--- src/rtl/game_pkg.sv ---
// game_pkg: shared types and constants for the turn/fire controller.
//   state_t   : controller phase (AIM, LAUNCH, ARM, FLIGHT, SETTLE)
//   *_MAX     : aim value saturation limits
//   P*_ANGLE / P*_POWER : per-player aim values after reset
//   sat_step  : one saturating up/down step of a 4-bit aim value
package game_pkg;

  typedef enum logic [2:0] {
    AIM,
    LAUNCH,
    ARM,
    FLIGHT,
    SETTLE
  } state_t;

  localparam logic [3:0] ANGLE_MAX = 4'd8;
  localparam logic [3:0] POWER_MAX = 4'd7;

  localparam logic [3:0] P0_ANGLE = 4'd2;
  localparam logic [3:0] P1_ANGLE = 4'd6;
  localparam logic [3:0] P0_POWER = 4'd4;
  localparam logic [3:0] P1_POWER = 4'd4;

  // Opposing requests cancel; otherwise step by one and clamp to [0, max].
  function automatic logic [3:0] sat_step(input logic [3:0] cur,
                                          input logic [3:0] max,
                                          input logic       inc,
                                          input logic       dec);
    logic [3:0] res;
    res = cur;
    if (inc && !dec && (cur < max)) res = cur + 4'd1;
    if (dec && !inc && (cur != 4'd0)) res = cur - 4'd1;
    return res;
  endfunction

endpackage

--- src/rtl/aim_stepper.sv ---
// aim_stepper: button edge / auto-repeat logic for one aim quantity.
// A press steps the value on the next tick; while held it steps again every
// REPEAT_FRAMES ticks. The value register itself lives in the parent (one per
// player); this block returns the saturated next value and a load strobe.
// Ports:
//   clk, reset      : clock, async active-high reset
//   i_up, i_dn      : button levels
//   i_tick          : 1-clk frame pulse
//   i_en            : stepping allowed (AIM); low discards pending edges
//   i_max           : saturation limit
//   i_cur           : current value of the active player
//   o_load, o_next  : write strobe and value for the active player's register
module aim_stepper
  import game_pkg::*;
#(
  parameter int unsigned REPEAT_FRAMES = 8
) (
  input  logic       clk,
  input  logic       reset,
  input  logic       i_up,
  input  logic       i_dn,
  input  logic       i_tick,
  input  logic       i_en,
  input  logic [3:0] i_max,
  input  logic [3:0] i_cur,
  output logic       o_load,
  output logic [3:0] o_next
);

  localparam int unsigned RW = (REPEAT_FRAMES > 1) ? $clog2(REPEAT_FRAMES) : 1;

  logic          r_up_q;
  logic          r_dn_q;
  logic          r_pend_up;
  logic          r_pend_dn;
  logic          r_armed;
  logic [RW-1:0] r_rcnt;

  logic w_up_edge;
  logic w_dn_edge;
  logic w_held;
  logic w_pend;
  logic w_rep_hit;
  logic w_rep;
  logic w_step_up;
  logic w_step_dn;

  assign w_up_edge = i_up & ~r_up_q;
  assign w_dn_edge = i_dn & ~r_dn_q;
  assign w_held    = i_up | i_dn;
  assign w_pend    = r_pend_up | r_pend_dn;
  assign w_rep_hit = (r_rcnt == RW'(REPEAT_FRAMES - 1));
  // Repeat only after the initial press step has been taken (r_armed).
  assign w_rep     = i_tick & r_armed & w_held & ~w_pend & w_rep_hit;
  assign w_step_up = i_en & i_tick & (r_pend_up | (w_rep & i_up));
  assign w_step_dn = i_en & i_tick & (r_pend_dn | (w_rep & i_dn));

  assign o_next = sat_step(i_cur, i_max, w_step_up, w_step_dn);
  assign o_load = w_step_up ^ w_step_dn;

  always_ff @(posedge clk or posedge reset) begin
    if (reset) begin
      r_up_q    <= 1'b0;
      r_dn_q    <= 1'b0;
      r_pend_up <= 1'b0;
      r_pend_dn <= 1'b0;
      r_armed   <= 1'b0;
      r_rcnt    <= '0;
    end else begin
      // Level history keeps updating while disabled so a button held across
      // a busy period does not produce a fresh edge afterwards.
      r_up_q <= i_up;
      r_dn_q <= i_dn;
      if (!i_en) begin
        r_pend_up <= 1'b0;
        r_pend_dn <= 1'b0;
        r_armed   <= 1'b0;
        r_rcnt    <= '0;
      end else begin
        if (i_tick) begin
          r_pend_up <= w_up_edge;
          r_pend_dn <= w_dn_edge;
          if (w_pend) begin
            r_armed <= 1'b1;
            r_rcnt  <= '0;
          end else if (r_armed && w_held) begin
            r_rcnt <= w_rep_hit ? '0 : r_rcnt + 1'b1;
          end
        end else begin
          r_pend_up <= r_pend_up | w_up_edge;
          r_pend_dn <= r_pend_dn | w_dn_edge;
        end
        if (!w_held) begin
          r_armed <= 1'b0;
          r_rcnt  <= '0;
        end
      end
    end
  end

endmodule

--- src/rtl/turn_launcher.sv ---
// turn_launcher: turn-and-fire controller driving the projectile launch port.
// Holds per-player angle/power, steps them from buttons in AIM, fires one
// frame-aligned launch pulse, follows `exploded` through flight and a settle
// period, then swaps the active player.
// Optional macro TURN_TIMER_EN: per-turn countdown with auto-fire at zero;
// without it `timer` is tied to 0.
// Ports:
//   clk, reset                 : clock, async active-high reset
//   frame_clk                  : raw frame tick (synchronised internally)
//   fire, ang_up/dn, pow_up/dn : button levels
//   tankX0/Y0, tankX1/Y1       : tank positions
//   exploded                   : projectile exploded/idle flag
//   launch, launchX, launchY   : launch request and origin
//   angle, power, turn, busy   : active player aim, player index, not-in-AIM
//   timer                      : frames left in turn (feature only)
module turn_launcher
  import game_pkg::*;
#(
  parameter int unsigned REPEAT_FRAMES = 8,
  parameter int unsigned ARM_TIMEOUT   = 4,
  parameter int unsigned SETTLE_FRAMES = 30,
  parameter int unsigned TURN_FRAMES   = 600
) (
  input  logic       clk,
  input  logic       reset,
  input  logic       frame_clk,
  input  logic       fire,
  input  logic       ang_up,
  input  logic       ang_dn,
  input  logic       pow_up,
  input  logic       pow_dn,
  input  logic [9:0] tankX0,
  input  logic [9:0] tankY0,
  input  logic [9:0] tankX1,
  input  logic [9:0] tankY1,
  input  logic       exploded,
  output logic       launch,
  output logic [9:0] launchX,
  output logic [9:0] launchY,
  output logic [3:0] angle,
  output logic [2:0] power,
  output logic       turn,
  output logic       busy,
  output logic [9:0] timer
);

  localparam int unsigned CNT_MAX = (ARM_TIMEOUT > SETTLE_FRAMES) ? ARM_TIMEOUT : SETTLE_FRAMES;
  localparam int unsigned CW      = $clog2(CNT_MAX + 1);

  logic [2:0]    r_fs;
  logic          r_fire_q;
  state_t        r_state;
  logic          r_launch;
  logic [9:0]    r_lx;
  logic [9:0]    r_ly;
  logic          r_turn;
  logic [CW-1:0] r_fcnt;
  logic [3:0]    r_ang [2];
  logic [2:0]    r_pow [2];

  state_t     w_state_nxt;
  logic       w_tick;
  logic       w_aim;
  logic       w_auto;
  logic       w_fire_go;
  logic       w_step_en;
  logic       w_launch_set;
  logic       w_launch_clr;
  logic       w_latch;
  logic       w_swap;
  logic       w_cnt_clr;
  logic       w_cnt_inc;
  logic [3:0] w_ang_cur;
  logic [3:0] w_pow_cur;
  logic       w_ang_load;
  logic       w_pow_load;
  logic [3:0] w_ang_next;
  logic [3:0] w_pow_next;
  logic       w_unused;

  // r_fs[1:0] is the synchroniser, r_fs[2] the delayed copy for edge detect.
  assign w_tick    = r_fs[1] & ~r_fs[2];
  assign w_aim     = (r_state == AIM);
  assign w_fire_go = w_aim & ((fire & ~r_fire_q) | w_auto);
  // A fire in the same cycle as a step edge suppresses the step.
  assign w_step_en = w_aim & ~w_fire_go;

  assign w_ang_cur = r_ang[r_turn];
  assign w_pow_cur = {1'b0, r_pow[r_turn]};

  assign launch  = r_launch;
  assign launchX = r_lx;
  assign launchY = r_ly;
  assign angle   = w_ang_cur;
  assign power   = w_pow_cur[2:0];
  assign turn    = r_turn;
  assign busy    = ~w_aim;

  aim_stepper #(.REPEAT_FRAMES(REPEAT_FRAMES)) u_ang_step (
    .clk    (clk),
    .reset  (reset),
    .i_up   (ang_up),
    .i_dn   (ang_dn),
    .i_tick (w_tick),
    .i_en   (w_step_en),
    .i_max  (ANGLE_MAX),
    .i_cur  (w_ang_cur),
    .o_load (w_ang_load),
    .o_next (w_ang_next)
  );

  aim_stepper #(.REPEAT_FRAMES(REPEAT_FRAMES)) u_pow_step (
    .clk    (clk),
    .reset  (reset),
    .i_up   (pow_up),
    .i_dn   (pow_dn),
    .i_tick (w_tick),
    .i_en   (w_step_en),
    .i_max  (POWER_MAX),
    .i_cur  (w_pow_cur),
    .o_load (w_pow_load),
    .o_next (w_pow_next)
  );

  always_comb begin
    w_state_nxt  = r_state;
    w_launch_set = 1'b0;
    w_launch_clr = 1'b0;
    w_latch      = 1'b0;
    w_swap       = 1'b0;
    w_cnt_clr    = 1'b0;
    w_cnt_inc    = 1'b0;
    case (r_state)
      AIM: begin
        if (w_fire_go) begin
          w_latch     = 1'b1;
          w_state_nxt = LAUNCH;
        end
      end
      LAUNCH: begin
        if (w_tick) begin
          if (!r_launch) begin
            w_launch_set = 1'b1;
          end else begin
            w_launch_clr = 1'b1;
            w_cnt_clr    = 1'b1;
            w_state_nxt  = ARM;
          end
        end
      end
      ARM: begin
        if (!exploded) begin
          w_state_nxt = FLIGHT;
        end else if (w_tick) begin
          if (r_fcnt == CW'(ARM_TIMEOUT - 1)) w_state_nxt = AIM;
          else                                w_cnt_inc   = 1'b1;
        end
      end
      FLIGHT: begin
        if (exploded) begin
          w_cnt_clr   = 1'b1;
          w_state_nxt = SETTLE;
        end
      end
      SETTLE: begin
        if (w_tick) begin
          if (r_fcnt == CW'(SETTLE_FRAMES - 1)) begin
            w_swap      = 1'b1;
            w_state_nxt = AIM;
          end else begin
            w_cnt_inc = 1'b1;
          end
        end
      end
      default: w_state_nxt = AIM;
    endcase
  end

  always_ff @(posedge clk or posedge reset) begin
    if (reset) begin
      r_fs     <= '0;
      r_fire_q <= 1'b0;
      r_state  <= AIM;
      r_launch <= 1'b0;
      r_lx     <= '0;
      r_ly     <= '0;
      r_turn   <= 1'b0;
      r_fcnt   <= '0;
      r_ang[0] <= P0_ANGLE;
      r_ang[1] <= P1_ANGLE;
      r_pow[0] <= P0_POWER[2:0];
      r_pow[1] <= P1_POWER[2:0];
    end else begin
      r_fs     <= {r_fs[1:0], frame_clk};
      r_fire_q <= fire;
      r_state  <= w_state_nxt;
      if (w_launch_set)      r_launch <= 1'b1;
      else if (w_launch_clr) r_launch <= 1'b0;
      if (w_latch) begin
        r_lx <= r_turn ? tankX1 : tankX0;
        r_ly <= r_turn ? tankY1 : tankY0;
      end
      if (w_swap) r_turn <= ~r_turn;
      if (w_cnt_clr)      r_fcnt <= '0;
      else if (w_cnt_inc) r_fcnt <= r_fcnt + 1'b1;
      if (w_ang_load) r_ang[r_turn] <= w_ang_next;
      if (w_pow_load) r_pow[r_turn] <= w_pow_next[2:0];
    end
  end

`ifdef TURN_TIMER_EN
  logic [9:0] r_timer;

  assign w_auto   = (r_timer == '0);
  assign timer    = r_timer;
  assign w_unused = w_pow_next[3];

  always_ff @(posedge clk or posedge reset) begin
    if (reset) begin
      r_timer <= 10'(TURN_FRAMES);
    end else if ((w_state_nxt == AIM) && !w_aim) begin
      r_timer <= 10'(TURN_FRAMES);
    end else if (w_aim && w_tick && (r_timer != '0)) begin
      r_timer <= r_timer - 10'd1;
    end
  end
`else
  assign w_auto   = 1'b0;
  assign timer    = '0;
  assign w_unused = w_pow_next[3] ^ (^10'(TURN_FRAMES));
`endif

endmodule

--- config.mk ---
export PLATFORM = sky130hd
export DESIGN_NAME = turn_launcher
export DESIGN_NICKNAME = d
export VERILOG_FILES = /design/src/rtl/game_pkg.sv /design/src/rtl/aim_stepper.sv /design/src/rtl/turn_launcher.sv
export SDC_FILE = /design/constraint.sdc
export NUM_CORES = 1
export LEC_CHECK = 0
export ABC_AREA = 1
export CAP_MARGIN = 20
export CORE_UTILIZATION = 57
export DETAILED_ROUTE_END_ITERATION = 6
export DONT_BUFFER_PORTS = 1
export GPL_ROUTABILITY_DRIVEN = 0
export PLACE_DENSITY = 0.87
export SLEW_MARGIN = 25
export SYNTH_ARGS = -nofsm -noshare
export SYNTH_HDL_FRONTEND = slang
export SYNTH_SLANG_ARGS = --single-unit
--- constraint.sdc ---
create_clock -name clk -period 1.94 [get_ports clk]
set_input_delay 0.291 -clock clk [delete_from_list [all_inputs] [get_ports clk]]
set_output_delay 0.291 -clock clk [all_outputs]
set_load 0.02 [all_outputs]
; ---- Word level (Yosys, flattened, before mapping)
; Cells that the tools add are included.
[classes]
addsub = 7
n_lt_le_gt_ge = 4
eq_ne = 22
n_mux = 79
bitwise_logic = 51
reduce_logical = 25
[ops]
columns = op, count
row1 = two-way mux 3 bit, 27
row2 = two-way mux 1 bit, 35
row3 = AND 1 bit, 25
row4 = two-way mux 4 bit, 6
row5 = two-way mux 10 bit, 2
row6 = one-hot mux 3 bit (5 select lines), 1
row7 = "!= test 3 bit, second input constant", 4
row8 = bitwise OR 1 bit, 12
row9 = logical AND 1 bit, 11
row10 = NOT 1 bit, 11
row11 = two-way mux 5 bit, 2
row12 = "adder 3 x 1 -> 3 bit, second input constant", 3
row13 = "equality test 3 bit, second input constant", 3
row14 = bitwise mux 8 bit, 1
row15 = "!= test 4 bit, second input constant", 2
row16 = AND reduction 2 bit, 4
row17 = AND reduction 8 bit, 1
row18 = nonzero test 4 bit, 2
row19 = bitwise mux 6 bit, 1
row20 = "equality test 3 x 2 -> 1 bit, second input constant", 2
row21 = "!= test 2 x 1 -> 1 bit, second input constant", 3
row22 = "!= test 2 bit, second input constant", 3
row23 = "!= test 3 x 2 -> 1 bit, second input constant", 2
row24 = "adder 5 x 1 -> 5 bit, second input constant", 1
row25 = 18 further kinds, 24
[totals]
register_bits = 64
input_bits = 49
output_inout_bits = 40
word_cells = 212

; ---- Logic depth before layout (Yosys ltp)
[logic_depth]
ltp_word = 15
depth_mapped = 18
ltp_nobuf = 18

; ---- By module
; A second synthesis with hierarchy kept.
[unflattened]
hier_cells = 520
area_unflattened_um2 = 3953.8
[modules_own_cells]
columns = module, n_inst, cells_each, area_each_um2, seq_area_each_um2
row1 = turn_launcher, 1, 304, 2414.8, 1207.4
row2 = aim_stepper, 2, 108, 769.5, 200.2

; ---- Worst setup path before layout
; OpenSTA, ideal clock, no wires.
[synth_path]
path_type = flip-flop to flip-flop
startpoint = register r_turn, in the netlist turn
endpoint = register r_pow[4] in the netlist's numbering
setup_time_ns = 0.065
arrival_ns = 1.965
required_time_ns = 1.875
path_slack_ns = -0.090
stages_incl_launch_ff = 13
path_buffers = 1
period_less_slack_ns = 2.030
path_cell_list = dfrtp_1 buf_4 nand2_1 nand2_2 inv_1 ha_1 ha_1 nor2_1 inv_1 or2_2 nand2_1 nand2_1 nand2_1
[synth_via]
elab_chain_len = 9
elab_cells_between_ends = 18
cone_classes = 2 x add/sub / 3 x order compare / 8 x mux / 1 x bitwise / 4 x reduce/logical
[synth_lines]
columns = item, line_no
row1 = "start, declared", turn_launcher.sv:56  ; logic r_turn;
row2 = "start signal, assigned", turn_launcher.sv:203  ; if (w_swap) r_turn <= ~r_turn;
row3 = NOT 1 -> 2 bit (not written as such) (*), turn_launcher.sv:89  ; assign w_pow_cur = {1'b0, r_pow[r_turn]};
row4 = two-way mux 3 bit (not written as such) (*) (3 in a row), turn_launcher.sv:89
row5 = via power[0], turn_launcher.sv:41  ; output logic [2:0] power,
row6 = < comparator 3 bit, game_pkg.sv:31  ; if (inc && !dec && (cur < max)) res = cur + 4'd1;
row7 = logical AND 1 bit, game_pkg.sv:31
row8 = two-way mux 3 bit, game_pkg.sv:31
row9 = two-way mux 3 bit (*), game_pkg.sv:32  ; if (dec && !inc && (cur != 4'd0)) res = cur - 4'd1;
row10 = bitwise mux 6 bit (*), turn_launcher.sv:207  ; if (w_pow_load) r_pow[r_turn] <= w_pow_next[2:0];
row11 = "end signal, assigned by index", turn_launcher.sv:207
row12 = "end, declared", turn_launcher.sv:59  ; logic [2:0] r_pow [2];
; Mark *: on every way through the listed nets, which the timed path passes. The rest lies on a longest branch. The select of a mux whose other input is x is not followed.
; A chain may end at the register's enable or synchronous reset.

; ---- Worst setup path after layout
[layout_path]
startpoint = register u_ang_step.r_pend_dn
endpoint = register r_ang[6] in the netlist's numbering
[layout_via]
elab_chain_len = 13
elab_cells_between_ends = 20
cone_classes = 3 x mux / 11 x bitwise / 6 x reduce/logical
[layout_lines]
columns = item, line_no
row1 = "start, declared", aim_stepper.sv:35  ; logic r_pend_dn;
row2 = "start signal, assigned", aim_stepper.sv:82  ; r_pend_dn <= w_dn_edge;
row3 = "start signal, assigned", aim_stepper.sv:91  ; r_pend_dn <= r_pend_dn | w_dn_edge;
row4 = bitwise OR 1 bit, aim_stepper.sv:51  ; assign w_pend = r_pend_up | r_pend_dn;
row5 = NOT 1 bit, aim_stepper.sv:54  ; assign w_rep = i_tick & r_armed & w_held & ~w_pend & w_rep_hit;
row6 = AND 1 bit (2 in a row), aim_stepper.sv:54
row7 = AND 1 bit, aim_stepper.sv:56  ; assign w_step_dn = i_en & i_tick & (r_pend_dn | (w_rep & i_dn));
row8 = bitwise OR 1 bit, aim_stepper.sv:56
row9 = AND 1 bit, aim_stepper.sv:56
row10 = logical NOT 1 bit, game_pkg.sv:31
row11 = logical AND 1 bit (2 in a row), game_pkg.sv:31
row12 = two-way mux 4 bit, game_pkg.sv:31
row13 = two-way mux 4 bit, game_pkg.sv:32
row14 = bitwise mux 8 bit, turn_launcher.sv:206  ; if (w_ang_load) r_ang[r_turn] <= w_ang_next;
row15 = "end signal, assigned by index", turn_launcher.sv:206
row16 = "end, declared", turn_launcher.sv:58  ; logic [3:0] r_ang [2];
; Parallel ways exist; a longest one is shown, timed or not.

==> summary.txt <==
Synth Cell Area = 3650 µm²
dpl cells = 578
Longest Clk Path Bufs = 2
DR vias = 3373
vias in the first global route = 3198
ys flop type = dfrtp_1
Pleak = 2.29 nW
initial antenna violation count = 0
CP Class = register to register
Detail Route Antenna Nets = 0
CP max stage delay = 420 ps
First DRT Iteration DRCs = 252
Power Density = 1310 nW/µm²
TritonCTS clock tree = built
Slew @ Worst Pin = 620 ps
die footprint = 6730 µm²
Net count, final = 599
Root Buffer = clkbuf_8
Worst EP required = 2180 ps
maxcap violations = 0
worst slack, placed = -247 ps
Layout area overhead = 27.0%
CP Cell Sequence = nor2_2, inv_2, nor3_4, and3_4, nand2_4, a21oi_4, ha_4, inv_2, nor2_4, inv_2, nand2_1, nand2_1, nand2_1, nand2_2, nand2_1, nand2_1
layout cells sized above 1 = 29.3%
crit-path most repeated cell = nand2_1
largest net degree at the start of global routing = 41
core area = 6060 µm²
status = complete, but fails checks
setup_tns = -2540 ps
Multi-input gate area = 1990 µm²
HPWL Detailed = 5.92 mm
Synth cell types = 37
CP startpoint kind = register
RSZ-0062 raised after global routing = yes
FFs w/ async S/R, synth = 100%
clock sink count = 64
Pre-antenna DRT Iters = 5
CP Capture Type = register
Total Wirelength = 9.29 mm
IO Port Bufs = 0
CP bufs+invs = 3
Skew-Pair Late Insertion Delay = 340 ps
first-pass GRT wire length = 13.7 mm
register area share after synthesis = 44.0%
setup ws final = -295 ps
Fin. Hold Viols = 0
HP Class = input port to register
Setup Viol. Count Final = 15
post-route clock period utilization = 115%
die height = 82.1 µm
total gr overflow = 0
Cells after Synth = 478
Fmax = 447 MHz
GR Util All Layers = 27.8%
FF+latch count, synth = 64
I/O pins = 89
H-tree Lvls = 3
max_slew headroom = 58.6%
CP Max Fanout = 5
Synth Warn # = 0
Antenna Cells = 0
Initial Utilization = 60.3%
EDFF count, synth = 0
Clock Skews = 10.5 ps
slowest CP cell = dfrtp_1
peak supply drop = 1.01 mV
register area = 1610 µm²
CP top delay family = simple AND/OR/NAND/NOR gates
Final Max Tran Viols = 0
final std cells w/o fill = 615
min Tclk post-route = 2230 ps
failing checks = setup timing
Die X = 82.1 µm
Worst-path clk slew = 80 ps
Via density = 5.48
fillers = 410
# rows = 28
TritonCTS buffer count = 9
Final Util = 76.6%
DRC = 0
Mapped Avg Cell Area = 7.64 µm²
Wirelength per Cell = 15.1 µm
worst path arrival time = 2470 ps
==> flip-flops by register name, summed over array words and instances (netlist names), 3 cells and up <==
name and cells:
launchX 10, r_fs 3, r_ang 8, u_ang_step.r_rcnt 3, r_fcnt 5, launchY 10
r_pow 6, u_pow_step.r_rcnt 3, r_state 3
==> synth_stat cells (2+ instances only) <==
cell type	number	area, µm²
ha_1	15	188
nand2_4	3	33.8
dfrtp_1	59	1480
nor2_4	4	45.0
a21oi_1	11	55.1
a21oi_2	2	17.5
nor2_1	43	161
inv_1	48	180
nand3b_1	2	15.0
dfstp_2	5	131
o21ai_0	5	25.0
buf_4	11	82.6
nor2_2	3	18.8
or2_2	2	12.5
a31oi_1	20	125
nand2_2	9	56.3
buf_2	5	25.0
xor2_1	5	43.8
nand2_1	172	646
buf_6	2	22.5
o21ai_1	2	10.0
o22ai_1	2	12.5
a22oi_1	2	15.0
nand3_1	20	100
inv_2	7	26.3
nand4_1	4	25.0
clkbuf_1	3	11.3
nor3_1	3	15.0
==> routing by layer <==
metal | global-route usage, % | vias up | routed length (µm) | part of all wire (%)
met5 | 0 | - | 0 | 0
met4 | 16.8 | 0 | 369 | 4.0
met3 | 5.44 | 35 | 582 | 6.3
met2 | 50.2 | 184 | 4700 | 51
met1 | 29.5 | 1561 | 3640 | 39
li1 | - | 1593 | - | -
==> final cells by class <==
| class | instances | area share, % |
|---|---|---|
| timing repair buffer | 58 | 10.1 |
| tap | 75 | 2.02 |
| inverter | 55 | 4.58 |
| clock inverter | 7 | 3.10 |
| multi-input combinational | 347 | 42.8 |
| sequential | 64 | 34.7 |
| clock buffer | 9 | 2.67 |
==> cells by family (layout without fill, tap and decap cells) <==
family          Yosys count  after routing  synth area share (%)
compound gates           46             46                  7.53
simple gates            270            270                  32.3
buf+inv                  76            129                  9.52
flops                    64             64                  44.0
other cells               1             10                 0.103
fa+ha+maj                15             15                  5.14
xor+xnor                  6              6                  1.44
==> power breakdown <==
part	leakage (nW)	internal (mW)	switching [mW]
Sequential	0.778	1.72	0.550
Clock	0.126	0.985	0.541
Combinational	1.39	0.922	1.34
Total	2.29	3.63	2.43
==> metrics by stage <==
step / hold slack, ps / cell area [µm²] / total power [mW]
6_report: 93.2 / 4640 / 6.06
5_1_grt: 92.3 / 4640 / 6.39
4_1_cts: 85.2 / 4490 / 5.88
3_5_place_dp: 264 / 3950 / 4.12
3_3_place_gp: 260 / 3950 / 4.01
2_1_floorplan: 322 / 3710 / 3.55
==> what timing repair did <==
| item | CTS | global route |
|---|---|---|
| buffers inserted | 12 | 3 |
| setup endpoints to repair | 14 | 16 |
| endpoints found under the hold margin | 26 | 0 |
| pin swaps | 14 | 19 |
| gates resized for setup | 36 | 35 |
| cloned | 0 | 0 |
| hold buffers | 7 | 0 |
==> cell usage in the layout (no fill, tap or decap), types with 10 or more instances in the layout <==
cell | Yosys | final
conb_1 | 1 | 10
nor2_1 | 43 | 38
nand3_1 | 20 | 16
buf_4 | 11 | 49
ha_1 | 15 | 12
inv_2 | 7 | 15
a31oi_1 | 20 | 20
nand2_2 | 9 | 21
nand2_1 | 172 | 154
inv_1 | 48 | 38
dfrtp_1 | 59 | 57
==> path summary, 6_finish.rpt <==
kind	start	to	slack, ps	cells past startpoint
max	u_ang_step.r_pend_dn	r_ang[6]	-290	16
min	tankY1[5]	launchY[5]	90	2
max reg2reg	u_ang_step.r_pend_dn	r_ang[6]	-290	16
min reg2reg	r_fs[0]	r_fs[1]	400	0
max in group asynchronous	reset	launchY[0]	770	3
min in group asynchronous	reset	r_pow[1]	490	2
Power figures use the tool's default switching activity.
